===== config.mk =====
export PLATFORM = sky130hd
export DESIGN_NAME = mc_ctrl
export DESIGN_NICKNAME = d
export VERILOG_FILES = /design/src/rtl/mc_pkg.sv /design/src/rtl/mc_ctrl_alu_decoder.sv /design/src/rtl/mc_ctrl.sv
export SDC_FILE = /design/constraint.sdc
export NUM_CORES = 1
export LEC_CHECK = 0
export BUFFER_PORTS_ARGS = -buffer_cell sky130_fd_sc_hd__buf_2
export CAP_MARGIN = 20
export CORE_MARGIN = 2
export CORE_UTILIZATION = 43
export CTS_CLUSTER_SIZE = 20
export DETAILED_ROUTE_END_ITERATION = 8
export GPL_TIMING_DRIVEN = 0
export PLACE_DENSITY = 0.74
export SLEW_MARGIN = 20
export SYNTH_ARGS = -nofsm -noshare
export SYNTH_HDL_FRONTEND = slang
export SYNTH_SLANG_ARGS = --single-unit

===== constraint.sdc =====
create_clock -name clk -period 2.43 [get_ports clk]
set_input_delay 0.729 -clock clk [delete_from_list [all_inputs] [get_ports clk]]
set_output_delay 0.729 -clock clk [all_outputs]
set_load 0.005 [all_outputs]

===== src/rtl/mc_pkg.sv =====
// Shared encodings for the multicycle controller: opcodes, functs, ALU selects,
// datapath mux selects, state encoding and the control-word payload.
package mc_pkg;

    localparam int unsigned ST_W   = 4;
    localparam int unsigned OP_W   = 6;
    localparam int unsigned ALU_W  = 3;
    localparam int unsigned AOP_W  = 2;
    localparam int unsigned SEL_W  = 2;

    localparam logic [OP_W-1:0] OP_RTYPE = 6'b000000;
    localparam logic [OP_W-1:0] OP_J     = 6'b000010;
    localparam logic [OP_W-1:0] OP_BEQ   = 6'b000100;
    localparam logic [OP_W-1:0] OP_BNE   = 6'b000101;
    localparam logic [OP_W-1:0] OP_ADDI  = 6'b001000;
    localparam logic [OP_W-1:0] OP_LW    = 6'b100011;
    localparam logic [OP_W-1:0] OP_SW    = 6'b101011;

    localparam logic [OP_W-1:0] FN_ADD = 6'b100000;
    localparam logic [OP_W-1:0] FN_SUB = 6'b100010;
    localparam logic [OP_W-1:0] FN_AND = 6'b100100;
    localparam logic [OP_W-1:0] FN_OR  = 6'b100101;
    localparam logic [OP_W-1:0] FN_SLT = 6'b101010;

    localparam logic [ALU_W-1:0] ALU_AND = 3'b000;
    localparam logic [ALU_W-1:0] ALU_OR  = 3'b001;
    localparam logic [ALU_W-1:0] ALU_ADD = 3'b010;
    localparam logic [ALU_W-1:0] ALU_SUB = 3'b110;
    localparam logic [ALU_W-1:0] ALU_SLT = 3'b111;

    localparam logic [AOP_W-1:0] AOP_ADD   = 2'b00;
    localparam logic [AOP_W-1:0] AOP_SUB   = 2'b01;
    localparam logic [AOP_W-1:0] AOP_FUNCT = 2'b10;

    localparam logic [SEL_W-1:0] SRCB_REG    = 2'b00;
    localparam logic [SEL_W-1:0] SRCB_FOUR   = 2'b01;
    localparam logic [SEL_W-1:0] SRCB_IMM    = 2'b10;
    localparam logic [SEL_W-1:0] SRCB_IMM_SH = 2'b11;

    localparam logic [SEL_W-1:0] PCSRC_ALU    = 2'b00;
    localparam logic [SEL_W-1:0] PCSRC_ALUOUT = 2'b01;
    localparam logic [SEL_W-1:0] PCSRC_JUMP   = 2'b10;

    // Encoding 13 is reserved for the optional bne state even when it is compiled out.
    typedef enum logic [ST_W-1:0] {
        S_RESET     = 4'd0,
        S_FETCH     = 4'd1,
        S_DECODE    = 4'd2,
        S_MEMADR    = 4'd3,
        S_MEMRD     = 4'd4,
        S_MEMWB     = 4'd5,
        S_MEMWR     = 4'd6,
        S_EXEC      = 4'd7,
        S_ALUWB     = 4'd8,
        S_BRANCH    = 4'd9,
        S_ADDIEX    = 4'd10,
        S_ADDIWB    = 4'd11,
        S_JUMP      = 4'd12,
        S_BRANCH_NE = 4'd13
    } state_e;

    typedef struct packed {
        logic             alu_src_a;
        logic [SEL_W-1:0] alu_src_b;
        logic [SEL_W-1:0] pc_src;
        logic             ir_wr;
        logic             iord;
        logic             mem_wr;
        logic             reg_wr;
        logic             reg_dst;
        logic             mem_to_reg;
        logic             illegal;
    } ctrl_t;

    function automatic logic is_mem_op(input logic [OP_W-1:0] op);
        return (op == OP_LW) || (op == OP_SW);
    endfunction

endpackage


===== src/rtl/mc_ctrl_alu_decoder.sv =====
// ALU operation decoder: fixed ADD/SUB, or R-type selection by funct.
module alu_decoder
    import mc_pkg::*;
(
    input  logic [AOP_W-1:0] alu_op_i,
    input  logic [OP_W-1:0]  funct_i,
    output logic [ALU_W-1:0] alu_ctrl_o,
    output logic             illegal_funct_o
);

    always_comb begin
        alu_ctrl_o      = ALU_ADD;
        illegal_funct_o = 1'b0;
        case (alu_op_i)
            AOP_ADD: alu_ctrl_o = ALU_ADD;
            AOP_SUB: alu_ctrl_o = ALU_SUB;
            AOP_FUNCT: begin
                case (funct_i)
                    FN_ADD:  alu_ctrl_o = ALU_ADD;
                    FN_SUB:  alu_ctrl_o = ALU_SUB;
                    FN_AND:  alu_ctrl_o = ALU_AND;
                    FN_OR:   alu_ctrl_o = ALU_OR;
                    FN_SLT:  alu_ctrl_o = ALU_SLT;
                    default: illegal_funct_o = 1'b1;
                endcase
            end
            default: alu_ctrl_o = ALU_ADD;
        endcase
    end

endmodule


===== src/rtl/mc_ctrl.sv =====
// Multicycle controller FSM driving the shared-ALU datapath.
// Define MC_CTRL_BNE_EN to add bne support; otherwise bne decodes as illegal.
module mc_ctrl
    import mc_pkg::*;
#(
    parameter int unsigned STATE_W = ST_W
) (
    input  logic               clk,
    input  logic               rst_n,
    input  logic [OP_W-1:0]    opcode,
    input  logic [OP_W-1:0]    funct,
    input  logic               zero,
    output logic [ALU_W-1:0]   alu_ctrl,
    output logic               alu_src_a,
    output logic [SEL_W-1:0]   alu_src_b,
    output logic [SEL_W-1:0]   pc_src,
    output logic               pc_en,
    output logic               ir_wr,
    output logic               iord,
    output logic               mem_wr,
    output logic               reg_wr,
    output logic               reg_dst,
    output logic               mem_to_reg,
    output logic               illegal,
    output logic [STATE_W-1:0] state
);

    state_e           state_q, state_d;
    ctrl_t            ctrl;
    logic             alu_use;
    logic [AOP_W-1:0] alu_op;
    logic             pc_write;
    logic             branch;
    logic             branch_ne;
    logic [ALU_W-1:0] dec_ctrl;
    logic             illegal_funct;

    alu_decoder u_alu_decoder (
        .alu_op_i        (alu_op),
        .funct_i         (funct),
        .alu_ctrl_o      (dec_ctrl),
        .illegal_funct_o (illegal_funct)
    );

    always_ff @(posedge clk or negedge rst_n) begin
        if (!rst_n) state_q <= S_RESET;
        else        state_q <= state_d;
    end

    // Next state and Moore control word; everything not set in a state stays 0.
    always_comb begin
        state_d   = S_FETCH;
        ctrl      = '0;
        alu_use   = 1'b0;
        alu_op    = AOP_ADD;
        pc_write  = 1'b0;
        branch    = 1'b0;
        branch_ne = 1'b0;
        case (state_q)
            S_RESET: state_d = S_FETCH;
            S_FETCH: begin
                alu_use        = 1'b1;
                ctrl.alu_src_b = SRCB_FOUR;
                ctrl.ir_wr     = 1'b1;
                pc_write       = 1'b1;
                state_d        = S_DECODE;
            end
            S_DECODE: begin
                alu_use        = 1'b1;
                ctrl.alu_src_b = SRCB_IMM_SH;
                case (opcode)
                    OP_LW, OP_SW: state_d = S_MEMADR;
                    OP_RTYPE:     state_d = S_EXEC;
                    OP_BEQ:       state_d = S_BRANCH;
                    OP_ADDI:      state_d = S_ADDIEX;
                    OP_J:         state_d = S_JUMP;
`ifdef MC_CTRL_BNE_EN
                    OP_BNE:       state_d = S_BRANCH_NE;
`endif
                    default: begin
                        ctrl.illegal = 1'b1;
                        state_d      = S_FETCH;
                    end
                endcase
            end
            S_MEMADR: begin
                alu_use        = 1'b1;
                ctrl.alu_src_a = 1'b1;
                ctrl.alu_src_b = SRCB_IMM;
                state_d        = (opcode == OP_LW) ? S_MEMRD : S_MEMWR;
            end
            S_MEMRD: begin
                ctrl.iord = 1'b1;
                state_d   = S_MEMWB;
            end
            S_MEMWB: begin
                ctrl.reg_wr     = 1'b1;
                ctrl.mem_to_reg = 1'b1;
            end
            S_MEMWR: begin
                ctrl.iord   = 1'b1;
                ctrl.mem_wr = 1'b1;
            end
            S_EXEC: begin
                alu_use        = 1'b1;
                alu_op         = AOP_FUNCT;
                ctrl.alu_src_a = 1'b1;
                ctrl.illegal   = illegal_funct;
                state_d        = S_ALUWB;
            end
            S_ALUWB: begin
                ctrl.reg_wr  = 1'b1;
                ctrl.reg_dst = 1'b1;
            end
            S_BRANCH: begin
                alu_use        = 1'b1;
                alu_op         = AOP_SUB;
                ctrl.alu_src_a = 1'b1;
                ctrl.pc_src    = PCSRC_ALUOUT;
                branch         = 1'b1;
            end
`ifdef MC_CTRL_BNE_EN
            S_BRANCH_NE: begin
                alu_use        = 1'b1;
                alu_op         = AOP_SUB;
                ctrl.alu_src_a = 1'b1;
                ctrl.pc_src    = PCSRC_ALUOUT;
                branch_ne      = 1'b1;
            end
`endif
            S_ADDIEX: begin
                alu_use        = 1'b1;
                ctrl.alu_src_a = 1'b1;
                ctrl.alu_src_b = SRCB_IMM;
                state_d        = S_ADDIWB;
            end
            S_ADDIWB: ctrl.reg_wr = 1'b1;
            S_JUMP: begin
                ctrl.pc_src = PCSRC_JUMP;
                pc_write    = 1'b1;
            end
            default: state_d = S_FETCH;
        endcase
        if (state_q == S_MEMADR && !is_mem_op(opcode)) state_d = S_FETCH;
    end

    // Only Mealy path: conditional PC update from the ALU zero flag.
    assign pc_en      = pc_write | (branch & zero) | (branch_ne & ~zero);
    assign alu_ctrl   = alu_use ? dec_ctrl : '0;
    assign alu_src_a  = ctrl.alu_src_a;
    assign alu_src_b  = ctrl.alu_src_b;
    assign pc_src     = ctrl.pc_src;
    assign ir_wr      = ctrl.ir_wr;
    assign iord       = ctrl.iord;
    assign mem_wr     = ctrl.mem_wr;
    assign reg_wr     = ctrl.reg_wr;
    assign reg_dst    = ctrl.reg_dst;
    assign mem_to_reg = ctrl.mem_to_reg;
    assign illegal    = ctrl.illegal;
    assign state      = STATE_W'(state_q);

endmodule


==> After elaboration in Yosys (flattened, before gate mapping) <==
Cells that the tools add are included.
{ "totals": {"romBits": 0, "latch_bits": 0, "in_bits": 15, "n_memories": 0, "ff_bits": 4, "wordCells": 64, "out_inout_bits": 20, "ram_bits": 0} }
{ "op_classes": {"mul": 0, "magnitude_cmp": 0, "add_sub_neg": 0, "bitwise": 2, "n_eq_ne": 24, "mux": 24, "n_shift": 0, "div_mod_pow": 0, "n_reduce_logical": 13} }
{ "ops": {"columns": ["op", "count"], "rows": [
  ["$eq A6 B6 Y1 const B", 7],
  ["$pmux W4 S6", 1],
  ["$eq A4 B4 Y1 const B", 5],
  ["$pmux W4 S5", 1],
  ["$eq A4 B3 Y1 const B", 4],
  ["$mux W1", 13],
  ["$pmux W3 S4", 1],
  ["$reduce_or A6 Y1", 2],
  ["$eq A4 B2 Y1 const B", 2],
  ["$pmux W2 S2", 2],
  ["$reduce_or A2 Y1", 4],
  ["$eq A6 B2 Y1 const B", 1],
  ["$eq A6 B3 Y1 const B", 1],
  ["$eq A6 B4 Y1 const B", 1],
  ["$logic_not A6 Y1", 1],
  ["$pmux W2 S3", 1],
  ["$pmux W3 S2", 1],
  ["$reduce_or A5 Y1", 1],
  ["$eq A4 B1 Y1 const B", 1],
  ["$mux W4", 1],
  ["$reduce_or A4 Y1", 1],
  ["$mux W3", 1],
  ["$reduce_or A3 Y1", 1],
  ["$eq A2 B1 Y1 const B", 1],
  ["other kinds (8)", 8]
]} }

==> Logic depth before layout (Yosys ltp) <==
{ "logic_depth": {"depth_word": 5, "mapped_depth": 7, "depth_no_buf": 6} }

==> Cells and area by module <==
Synthesis repeated with hierarchy kept, for this count alone.
{ "hier_totals": {"hier_cells": 100, "area_unflattened_um2": 709.4} }
{ "modules_own_cells": {"columns": ["mod", "area_each_um2", "seq_area_each_um2", "instances", "cells_per_inst"], "rows": [
  ["mc_ctrl", 560.5, 100.1, 1, 80],
  ["alu_decoder", 148.9, 0.0, 1, 20]
]} }

==> Worst setup path after synthesis <==
OpenSTA, ideal clock, no wires.
{ "synth_timing": {"kind": "flip-flop to output port", "from": "register state_q[3] (netlist: state[3])", "to": "output alu_ctrl[0]", "n_path_buf": 0, "t_required_ns": 1.701, "arrival_ns": 1.613, "stages_incl_launch_ff": 6, "slack_ns": 0.088, "cell_sequence": "dfrtp_1 > nand2b_1 > nor2_1 > inv_1 > ha_1 > a2111oi_1"} }
{ "synth_between": {"elab_chain_cells": 5, "word_cells_on_any_way": 13, "classes_between": "eq/ne: 8; mux: 4; reduce/logical: 1"} }
{ "synth_rtl": {"columns": ["item", "line", "source"], "rows": [
  ["from (decl)", "mc_ctrl.sv:28", "state_e state_q, state_d;"],
  ["from (signal assigned)", "mc_ctrl.sv:47", "else state_q <= state_d;"],
  ["$eq A4 B4 Y1 or $eq A4 B3 Y1 (tied branches)", "mc_ctrl.sv:59", "case (state_q)"],
  ["$pmux W2 S2", "mc_ctrl.sv:59", null],
  ["$eq A2 B2 Y1 or $eq A2 B1 Y1 (tied branches)", "mc_ctrl_alu_decoder.sv:14", "case (alu_op_i)"],
  ["$pmux W3 S2", "mc_ctrl_alu_decoder.sv:14", null],
  ["$mux W3 *", "mc_ctrl.sv:149", "assign alu_ctrl = alu_use ? dec_ctrl : '0;"],
  ["to (decl)", "mc_ctrl.sv:13", "output logic [ALU_W-1:0] alu_ctrl,"]
]} }
Mark *: on every way between the ends. The rest lies on a longest branch, timed or not.

==> Worst setup path after layout <==
{ "layout_timing": {"from": "input opcode[3]", "to": "output illegal"} }
{ "layout_between": {"elab_chain_cells": 4, "word_cells_on_any_way": 9, "classes_between": "eq/ne: 5; mux: 2; reduce/logical: 2"} }
{ "layout_rtl": {"columns": ["item", "line", "source"], "rows": [
  ["from (decl)", "mc_ctrl.sv:10", "input logic [OP_W-1:0] opcode,"],
  ["$eq A6 B6 Y1 (tied with other cells)", "mc_ctrl.sv:71", "case (opcode)"],
  ["$reduce_or A6 Y1 (no source line) *", null, null],
  ["$mux W1 *", "mc_ctrl.sv:71", null],
  ["$pmux W1 S2 *", "mc_ctrl.sv:59", null],
  ["to (decl)", "mc_ctrl.sv:24", "output logic illegal,"]
]} }
Marks and branches as above.

==> results.py <==
metrics = {
    "floorplan": {
        "die-area_um2": 1780,
        "fp.dieW_um": 42.2,
        "io_pins": 35,
        "initial_core_util_pct": 47.0,
        "die-height_um": 42.2,
        "core-area_um2": 1330,
        "rows": 13,
    },
    "placed_design": {
        "dpl.hpwl_mm": 1.37,
        "place.gp.congestion": 0.887,
        "dp.cells": 138,
        "port_buffers": 34,
    },
    "clock_network": {
        "htreeDepth": 1,
        "cts_tree": "done",
        "cts.path.max_buffers": 2,
        "cts_root_buf": "clkbuf_4",
        "clk_latency_ps": 240,
        "cts.sinks": 4,
        "cts_buffers": 3,
        "cts.clk_slew.worst_paths_ps": 40,
    },
    "final_layout": {
        "largest_reg_flops": 4,
        "diodes": 0,
        "num-fill-cells": 81,
        "utilization_pct": 85.5,
        "finalNonFillerCells": 158,
        "layout-drive-gt1-share_pct": 55.9,
        "nets": 162,
        "syn_to_final_growth_pct": 81.8,
    },
    "detailed_routing": {
        "vias": 971,
        "vias_per_cell": 6.15,
        "drc": 0,
        "antenna_left": 0,
        "drt_iter0_markers": 54,
        "avgRoutedWirePerCell_um": 17.1,
        "drt-pass1-iter-count": 4,
        "wl_mm": 2.69,
    },
    "synthesis": {
        "avgSynthCellArea_um2": 7.04,
        "syn_inst": 89,
        "synth.area.top_cells": "dfrtp_1 (16%), nor2_1 (8.4%), nand2b_1 (5.0%)",
        "yosysTopAreaCellShare_pct": 16.0,
        "synth_cell_types": 39,
        "synth_fp_nets": 106,
        "async_flop_share_pct": 100,
        "synth_seq_area_share_pct": 16.0,
        "synth_enable_flop_cells": 0,
        "synth_top_area_cell": "dfrtp_1",
        "synth_warnings": 0,
        "syn-cell-area_um2": 627,
        "synth-main-ff-cell": "dfrtp_1",
        "ys_seq_elements": 4,
    },
    "power": {
        "p_leak_nw": 0.550,
        "p_per_area_nw_per_um2": 721,
        "ir_worst_vdd_mv": 0.605,
        "power_uw": 822,
    },
    "setup_path": {
        "r2r-start": "state[0]",
        "cp-end-kind": "primary output",
        "required_ps": 1700,
        "crit_arrival_ps": 1720,
        "crit_chain": "buf_8, xor2_2, a2111oi_2, o21ai_1, o21ai_1, buf_2",
        "worst_path_max_delay_cell": "a2111oi_2",
        "startpoint_type": "input port",
        "cp_max_fo": 4,
        "rr_endpoint": "state[1]",
        "r2r_cells": 6,
        "worstSetupPathType": "input port to primary output",
        "slowest_delay_ps": 370,
        "cpMostUsedCell": "o21ai_1",
        "reg2reg_slack_ps": 860,
    },
    "global_route": {
        "grt_pass1_wl_mm": 3.56,
        "antenna_found_initial": 0,
        "grt_pass1_vias": 812,
        "grt_max_degree": 11,
        "grt.total_usage_pct": 25.2,
        "gr-total-overflow": 0,
    },
    "outcome": {
        "status": "finished with violations",
        "violations": "setup timing",
    },
    "timing": {
        "drv_slew": 0,
        "fin_crit_sh_pct": 101,
        "layout_setup_ws_ps": -23.3,
        "setup_viol": 2,
        "tightest_slew_ps": 493,
        "period_minus_slack_ps": 2450,
        "max-slew-margin-rel_pct": 67.1,
        "clock_skew_ps": 5.54,
        "max_freq_ghz": 0.408,
        "rsz0062_at_grt": "yes",
        "setup_tns_ps": -25.8,
        "hold_violations": 0,
    },
    "flow_run": {
        "maxCapViolations": 0,
    },
    "worst_hold_path": {
        "hold_path.class": "input port to async pin",
    },
}
synth_stat cells, drive strengths merged (2+ instances only):
| cell | count |
|---|---|
| a211oi | 3 |
| ha | 2 |
| nor2 | 14 |
| nor4 | 2 |
| dfrtp | 4 |
| nor3 | 3 |
| nor2b | 2 |
| o21ai | 6 |
| a21o | 4 |
| nand2b | 5 |
| mux2i | 3 |
| nand3 | 6 |
| buf | 3 |
| nand2 | 5 |
| a2111oi | 2 |
| inv | 4 |
| a21oi | 5 |
cell families after synthesis:
kind of cell | Yosys count | synth area share, %
DFF | 4 | 16.0
and+or+nand+nor | 43 | 35.1
muxes | 3 | 4.79
adders and majority gates | 2 | 3.99
AOI/OAI and AO/OA | 27 | 30.1
xor gates and xnor gates | 1 | 1.40
buffers and inverters | 9 | 8.58
through the flow:
stage               setup slack [ps]  area [um2]  hold slack (ps)
floorplan                       88.0         627              433
global placement                -139         816              533
detailed placement              -179         816              537
CTS                            -3.36         981              278
global route                    -112        1140              282
finish                         -23.3        1140              282
worst max-delay path by stage:
stage	start	slack [ps]	end	cells after the start
detailed placement	state[3]	-180	alu_ctrl[0]	6
CTS	state[1]	-3	alu_ctrl[0]	6
global route	opcode[3]	-110	illegal	6
finish	opcode[3]	-20	illegal	6
floorplan	state[3]	90	alu_ctrl[0]	5
global placement	state[3]	-140	alu_ctrl[0]	6
metal layers:
metal  wire length, um  vias to the layer above  GRT usage (%)
met5                 0                        -              0
met4                55                        0           8.75
met3               224                        8           8.19
met2              1320                       65           40.3
met1              1090                      456           31.4
li1                  -                      442              -
worst max-delay path, delay by kind of cell:
| kind | cells | cell delay (ps) |
|---|---|---|
| AOI/OAI and AO/OA | 3 | 580 |
| xor gates and xnor gates | 1 | 180 |
| buffers and inverters | 2 | 240 |
what timing repair did:
item                       in CTS  in global routing
resized for setup              18                 24
hold buffers                    0                  0
gates cloned                    0                  0
setup buffers                   7                 10
setup endpoints to repair       4                  4
pin swaps                       3                  8
area by class of cell:
class | instances | area (um2) | share of cell area (%)
buffer | 4 | 41.3 | 3.62
timing repair buffer | 51 | 318 | 27.9
multi-input combinational | 76 | 617 | 54.1
sequential | 4 | 104 | 9.11
tap | 15 | 18.8 | 1.65
clock buffer | 3 | 22.5 | 1.98
inverter | 5 | 18.8 | 1.65
power by group:
group          internal [mW]  switching, mW
Clock                 0.0554         0.0299
Sequential            0.0858         0.0225
Combinational          0.305          0.324
cell usage in the layout, fill, tap and decap left out, types with 3 or more instances in the layout:
cell and instances:
buf_2 32, buf_4 16, nor2_1 10, nand3_1 6, o21ai_1 5, a21oi_1 5, buf_6 4, nor2_4 4
a21o_1 4, nand2b_4 3, nor3_1 3, nand2_1 3, mux2i_1 3, clkbuf_4 3, dfrtp_2 3
(Power assumes the default switching activity.)
